==> src/rtl/axi_request_capture.sv <==
// axi_request_capture: AXI4-Lite slave that turns each register write into a
// 72-bit AXI-Stream request word {4'h0, strb, addr, data} held in a
// first-word-fall-through FIFO. A small read port reports the FIFO fill level
// (ARADDR[2] = 0) or the count of words sent (ARADDR[2] = 1).
// Build option: define REQ_CAPTURE_WSTRB_EN to forward WSTRB into TDATA[67:64];
// without it that field is forced to 4'hF.
//
// Write FSM
//   state   | meaning
//   W_IDLE  | collecting AW and W in any order; a latched channel drops its READY
//   W_PUSH  | both latched; waiting for a free FIFO entry to push the word
//   W_RESP  | word pushed; BVALID held until BREADY
// Read FSM
//   state   | meaning
//   R_IDLE  | ARREADY high, waiting for a read address
//   R_RESP  | RVALID/RDATA held until RREADY
module axi_request_capture #(
  parameter int FIFO_DEPTH = 16
) (
  input  logic        clk,
  input  logic        resetn,
  input  logic [31:0] S_AXI_AWADDR,
  input  logic        S_AXI_AWVALID,
  input  logic [2:0]  S_AXI_AWPROT,
  output logic        S_AXI_AWREADY,
  input  logic [31:0] S_AXI_WDATA,
  input  logic [3:0]  S_AXI_WSTRB,
  input  logic        S_AXI_WVALID,
  output logic        S_AXI_WREADY,
  output logic [1:0]  S_AXI_BRESP,
  output logic        S_AXI_BVALID,
  input  logic        S_AXI_BREADY,
  input  logic [31:0] S_AXI_ARADDR,
  input  logic        S_AXI_ARVALID,
  input  logic [2:0]  S_AXI_ARPROT,
  output logic        S_AXI_ARREADY,
  output logic [31:0] S_AXI_RDATA,
  output logic [1:0]  S_AXI_RRESP,
  output logic        S_AXI_RVALID,
  input  logic        S_AXI_RREADY,
  output logic [71:0] AXIS_TDATA,
  output logic        AXIS_TVALID,
  input  logic        AXIS_TREADY
);
  localparam int PW = $clog2(FIFO_DEPTH);
  localparam int CW = PW + 1;

  typedef enum logic [1:0] {W_IDLE, W_PUSH, W_RESP} wstate_t;
  typedef enum logic {R_IDLE, R_RESP} rstate_t;

  wstate_t     wstate, wstate_n;
  rstate_t     rstate, rstate_n;
  logic        aw_done, aw_done_n, w_done, w_done_n;
  logic [31:0] addr_q, addr_n, data_q, data_n;
  logic [3:0]  strb_q, strb_n;
  logic        awready_q, awready_n, wready_q, wready_n, bvalid_q, bvalid_n;
  logic        arready_q, arready_n, rvalid_q, rvalid_n;
  logic [31:0] rdata_q, rdata_n;

  logic [71:0]   mem [FIFO_DEPTH];
  logic [PW-1:0] wr_ptr, rd_ptr;
  logic [CW-1:0] count;
  logic [31:0]   sent_cnt;
  logic          full, empty, push, pop;
  logic [3:0]    strb_field;
  logic          unused_ok;

`ifdef REQ_CAPTURE_WSTRB_EN
  assign strb_field = strb_q;
  assign unused_ok  = &{1'b0, S_AXI_AWPROT, S_AXI_ARPROT, S_AXI_ARADDR[31:3],
                        S_AXI_ARADDR[1:0]};
`else
  assign strb_field = 4'hF;
  assign unused_ok  = &{1'b0, S_AXI_AWPROT, S_AXI_ARPROT, S_AXI_ARADDR[31:3],
                        S_AXI_ARADDR[1:0], strb_q};
`endif

  // Full is judged on start-of-cycle occupancy, so a same-cycle pop never frees room for a push.
  assign full  = (count == CW'(FIFO_DEPTH));
  assign empty = (count == '0);
  assign pop   = !empty && AXIS_TREADY;

  assign S_AXI_AWREADY = awready_q;
  assign S_AXI_WREADY  = wready_q;
  assign S_AXI_BVALID  = bvalid_q;
  assign S_AXI_BRESP   = 2'b00;
  assign S_AXI_ARREADY = arready_q;
  assign S_AXI_RVALID  = rvalid_q;
  assign S_AXI_RDATA   = rdata_q;
  assign S_AXI_RRESP   = 2'b00;
  assign AXIS_TVALID   = !empty;
  assign AXIS_TDATA    = mem[rd_ptr];

  // Write FSM next state: latch AW/W independently, push when room, then hold B.
  always_comb begin
    wstate_n  = wstate;
    aw_done_n = aw_done;
    w_done_n  = w_done;
    addr_n    = addr_q;
    data_n    = data_q;
    strb_n    = strb_q;
    bvalid_n  = bvalid_q;
    push      = 1'b0;
    case (wstate)
      W_IDLE: begin
        if (S_AXI_AWVALID && awready_q) begin
          aw_done_n = 1'b1;
          addr_n    = S_AXI_AWADDR;
        end
        if (S_AXI_WVALID && wready_q) begin
          w_done_n = 1'b1;
          data_n   = S_AXI_WDATA;
          strb_n   = S_AXI_WSTRB;
        end
        if (aw_done_n && w_done_n) wstate_n = W_PUSH;
      end
      W_PUSH: begin
        if (!full) begin
          push     = 1'b1;
          bvalid_n = 1'b1;
          wstate_n = W_RESP;
        end
      end
      W_RESP: begin
        if (S_AXI_BREADY) begin
          bvalid_n  = 1'b0;
          aw_done_n = 1'b0;
          w_done_n  = 1'b0;
          wstate_n  = W_IDLE;
        end
      end
      default: wstate_n = W_IDLE;
    endcase
    awready_n = (wstate_n == W_IDLE) && !aw_done_n;
    wready_n  = (wstate_n == W_IDLE) && !w_done_n;
  end

  // Read FSM next state: sample the selected status word at the AR handshake.
  always_comb begin
    rstate_n = rstate;
    rvalid_n = rvalid_q;
    rdata_n  = rdata_q;
    case (rstate)
      R_IDLE: begin
        if (S_AXI_ARVALID && arready_q) begin
          rstate_n = R_RESP;
          rvalid_n = 1'b1;
          rdata_n  = S_AXI_ARADDR[2] ? sent_cnt : {{(32 - CW){1'b0}}, count};
        end
      end
      R_RESP: begin
        if (S_AXI_RREADY) begin
          rvalid_n = 1'b0;
          rstate_n = R_IDLE;
        end
      end
      default: rstate_n = R_IDLE;
    endcase
    arready_n = (rstate_n == R_IDLE);
  end

  // Control state registers; reset drops any half-latched or unresponded transaction.
  always_ff @(posedge clk) begin
    if (!resetn) begin
      wstate    <= W_IDLE;
      rstate    <= R_IDLE;
      aw_done   <= 1'b0;
      w_done    <= 1'b0;
      addr_q    <= '0;
      data_q    <= '0;
      strb_q    <= '0;
      awready_q <= 1'b0;
      wready_q  <= 1'b0;
      bvalid_q  <= 1'b0;
      arready_q <= 1'b0;
      rvalid_q  <= 1'b0;
      rdata_q   <= '0;
    end else begin
      wstate    <= wstate_n;
      rstate    <= rstate_n;
      aw_done   <= aw_done_n;
      w_done    <= w_done_n;
      addr_q    <= addr_n;
      data_q    <= data_n;
      strb_q    <= strb_n;
      awready_q <= awready_n;
      wready_q  <= wready_n;
      bvalid_q  <= bvalid_n;
      arready_q <= arready_n;
      rvalid_q  <= rvalid_n;
      rdata_q   <= rdata_n;
    end
  end

  // FIFO pointers, occupancy and sent-word counter.
  always_ff @(posedge clk) begin
    if (!resetn) begin
      wr_ptr   <= '0;
      rd_ptr   <= '0;
      count    <= '0;
      sent_cnt <= '0;
    end else begin
      if (push) wr_ptr <= wr_ptr + PW'(1);
      if (pop) begin
        rd_ptr   <= rd_ptr + PW'(1);
        sent_cnt <= sent_cnt + 32'd1;
      end
      count <= count + CW'(push) - CW'(pop);
    end
  end

  // FIFO storage; contents need no reset since occupancy gates visibility.
  always_ff @(posedge clk) begin
    if (push) mem[wr_ptr] <= {4'h0, strb_field, addr_q, data_q};
  end

endmodule

==> config.mk <==
export PLATFORM = sky130hd
export DESIGN_NAME = axi_request_capture
export DESIGN_NICKNAME = d
export VERILOG_FILES = /design/src/rtl/axi_request_capture.sv
export SDC_FILE = /design/constraint.sdc
export NUM_CORES = 1
export LEC_CHECK = 0
export CAP_MARGIN = 40
export CORE_MARGIN = 5
export CORE_UTILIZATION = 50
export CTS_CLUSTER_SIZE = 16
export DETAILED_ROUTE_END_ITERATION = 8
export GPL_ROUTABILITY_DRIVEN = 0
export PLACE_DENSITY = 0.75
export SLEW_MARGIN = 20
export SYNTH_ARGS = -nofsm -noshare
export SYNTH_HDL_FRONTEND = slang
export SYNTH_SLANG_ARGS = --single-unit
export TNS_END_PERCENT = 5
==> constraint.sdc <==
create_clock -name clk -period 6.6 [get_ports clk]
set_clock_uncertainty 0.15 [all_clocks]
set_input_delay 1.32 -clock clk [delete_from_list [all_inputs] [get_ports clk]]
set_output_delay 1.32 -clock clk [all_outputs]
set_load 0.05 [all_outputs]
==> summary.txt <==
Critical path
  – Data required time of the worst path: between 5 and 6 ns
  – Setup slack of the most critical reg-to-reg path: roughly 2.9 ns
  – Number of cells on the worst reg-to-reg path: 9
  – Worst setup path endpoint: AXIS_TDATA[6]
  – Number of cells on the critical path: 4
  – Critical-path top delay cell: clkdlybuf4s50_1
  – RR Endpoint: mem[13][44]
  – CP max stage delay: 0.80 ns
  – Arr. time, crit path: slightly below 4 ns
  – Classification of the worst setup path: flop to primary output
  – Worst path buffer plus inverter count: 2
  – Cell class contributing the biggest share of worst-path delay: buffers and inverters
  – Launching element type of the critical path: flop
  – Nature of the critical path endpoint: primary output
  – Critical Path Fanout Max: 32
  – Start of the worst register-to-register path: count[2]
  – Critical-path cell list: buf_4, mux4_2, mux4_2, clkdlybuf4s50_1
  – CP most frequent cell: mux4_2

Outcome
  – Outcome: finished clean

Global routing
  – Met3 routing resource usage after global routing: 4.57%
  – Met1 capacity usage during global routing: about 29%
  – Peak-usage layer in the global routing report: met2
  – Number of antenna violations at the first check in global routing: 6
  – Vias in the first global route: ~23,000
  – Wire length of the first global-routing pass: between 100,000 and 150,000 um
  – Pin count of the biggest net entering global routing: 71
  – Overall overflow remaining after global route: 0
  – M2 GR Usage: approximately a third
  – Total GRT Usage: 20.8%

Clock network
  – Clock sink count: approximately 1,200
  – Count of buffers added by post-CTS timing repair for setup: 0
  – Total CTS buffers: 112
  – Root Buffer: clkbuf_16
  – Clock latency of the later-clocked register in the worst-skew pair: between 0.6 and 0.7 ns
  – Number of H-tree levels: 3
  – Post-cts sizing count: 0
  – Clock transition at the registers of the reported paths: around 0.060 ns
  – Max Buffers Root-to-Sink: 3
  – CTS tree: built
  – Number of buffers inserted by hold repair at cts: 0

Drt
  – Post-route ant nets: 0
  – Number of vias in the routed layout: around 22,000
  – DRC violation total after the first TritonRoute iteration: about 2,200
  – WL per Instance: ~27 um
  – Detailed Route WL: 99,000 um
  – Final routed DRC violation total: 0
  – Vias/cell: between 5 and 6
  – Pre-antenna DRT Iters: 5

STA
  – Final Hold Violating Endpoints: 0
  – Peak Freq: 0.184 GHz
  – Unrepaired setup endpoints after global routing: no
  – Setup TNS: 0 ns
  – Post-route fraction of the period consumed by the critical path: 82.4%
  – Final setup violating endpoints: 0
  – Post-layout minimum cycle time: 5.44 ns
  – Slew Limit Fails: 0
  – Transition time at the pin with the least slew margin: around 0.86 ns
  – Max-slew headroom: a little over two fifths

Yosys
  – Sequential element share of the synthesized area: ~76%
  – Largest cells by area after synthesis: edfxtp_1, mux4_2, dfxtp_1
  – Number of synthesized register bits: around 1,200
  – Share of Yosys cell area claimed by the top area cell type: about 69%
  – Number of synthesized flops with an enable pin: a little over 1,000
  – Number of distinct library cells after synthesis: between 40 and 50
  – Count of mapped cells out of synthesis: 2,191
  – FFs w/ async S/R, synth: 0%
  – Synth area leader: edfxtp_1
  – Synth Warn #: 0
  – Primary FF master, synth: edfxtp_1
  – Syn Area/Cell: ~20 um2
  – Area of the mapped netlist: 44,800 um2

Place
  – # port buffers: 174
  – Total placed cells including tap cells: ~3,500
  – Detailed placement HPWL: 52,100 um

Finish
  – Number of nets in the final layout: roughly 2,500
  – Commonest non-fill, non-tap cell in the layout: edfxtp_1
  – Layout fillers: between 6,000 and 7,000
  – Commonest cells after routing, fill and taps aside: edfxtp_1, mux4_2, nand2_1
  – Non-filler instance count after layout: between 3,000 and 4,000
  – Share of layout cells above drive strength 1: about a fifth
  – Area overhead of the layout relative to synthesis: 15.3%

Floorplanning
  – Die H: 309 um
  – Die Wd: just over 300 um
  – Starting Density: between 50% and 60%
  – Area of the die: approximately 96,000 um2
  – Num rows: 109
  – Floorplan Core Area: 88,600 um2
  – Number of I/O pins: around 230

Min path
  – Hold Path Class: flop to flop

Pwr
  – Power per Cell Area: ~350 nW/um2
  – Part of the power in registers: 47.4%
  – Design internal power: 0.0133 W
  – Clock group share of total power: around 34%
  – Worst-case vdd ir drop: between 0.2 and 0.25 mV
  – Part of the total power dissipated in combinational logic: about a fifth
  – Total power consumption of the routed design: roughly 0.018 W
  – Leak Pwr: roughly 16 nW
  – Net switching component of the power: ~0.0047 W
  – Switching Share: 26.0%

Run
  – # Max-Cap Violations: 0
[metrics by stage]
stage	utilization [%]	worst slack, ns	instance area [um2]	hold WS [ns]
floorplan	-	0.328	44900	0.293
global placement	54.1	1.79	48000	0.296
detailed placement	54.3	1.76	48100	0.298
CTS	58.2	1.04	51600	0.311
global route	58.3	0.916	51700	0.331
finish	58.3	1.16	51700	0.305
[synth_stat cells, drive strengths merged, types with 7 or more instances]
library cell  count
a21oi           113
and3              7
clkbuf           82
nor4             13
nand2b           15
mux2i            13
or4               8
dfxtp           155
nor2             42
inv              14
buf              53
ha               12
nand2           190
nand3            44
o21ai             7
mux4            320
o31ai             9
edfxtp         1024
xor2             12
[kinds of logic (layout without fill, tap and decap cells)]
group                    after synthesis  in the layout  synth area share [%]
AO/OA/AOI/OAI                        142            142                  1.72
XOR/XNOR                              17             17                 0.332
buffers and inverters                150            464                  1.81
adder cells (fa/ha/maj)               13             13                 0.380
other                                  2             16                0.0168
multiplexers                         333            333                  16.6
flip-flops                          1179           1179                  75.5
AND/OR/NAND/NOR                      355            355                  3.59
[tightest hold or removal path: cells and delay by family (launching register included)]
family	cells	cell delay, ns
AND/OR/NAND/NOR	1	0.05
flip-flops	1	0.31
AO/OA/AOI/OAI	1	0.05
[registers in the layout, indices dropped and copies added (netlist names), 2 cells and up, named ones only]
register,count
wstate,2
sent_cnt,32
rd_ptr,4
addr_q,32
data_q,32
S_AXI_RDATA,32
count,5
wr_ptr,4
mem,1024
[power by group through the flow]
| stage | Combinational (W) | Sequential (W) | Clock [W] |
|---|---|---|---|
| 2_1_floorplan | 0.00264 | 0.00853 | 0 |
| 3_3_place_gp | 0.00331 | 0.00862 | 0 |
| 3_5_place_dp | 0.00335 | 0.00865 | 0 |
| 4_1_cts | 0.00339 | 0.00849 | 0.00619 |
| 5_1_grt | 0.00354 | 0.00852 | 0.00654 |
| 6_report | 0.00333 | 0.00849 | 0.00610 |
[area by class of cell]
type,instances,area [um2],area share (%)
flip-flops and latches,1179,33900,65.5
multi-input cells,872,10300,20.0
clock buffers,149,3060,5.93
repair buffers,238,2450,4.74
well taps,1165,1460,2.82
clock inverters,62,463,0.895
inverters,15,58.8,0.114
diodes,4,10.0,0.0194
[worst min path at each step]
stage                         start               to  cells after the start
floorplan              sent_cnt[31]     sent_cnt[31]                      2
global placement    S_AXI_RDATA[10]  S_AXI_RDATA[10]                      2
finish              S_AXI_RDATA[22]  S_AXI_RDATA[22]                      2
detailed placement  S_AXI_RDATA[27]  S_AXI_RDATA[27]                      2
CTS                 S_AXI_RDATA[22]  S_AXI_RDATA[22]                      2
global route         S_AXI_RDATA[8]   S_AXI_RDATA[8]                      2
[routing by layer]
metal / wire, um / vias to the layer above
met1: 38500 / 11585
li1: - / 9367
met3: 9170 / 136
met5: 25 / -
met2: 49500 / 976
met4: 1770 / 4
No activity file was read; power rests on OpenSTA's default activity.
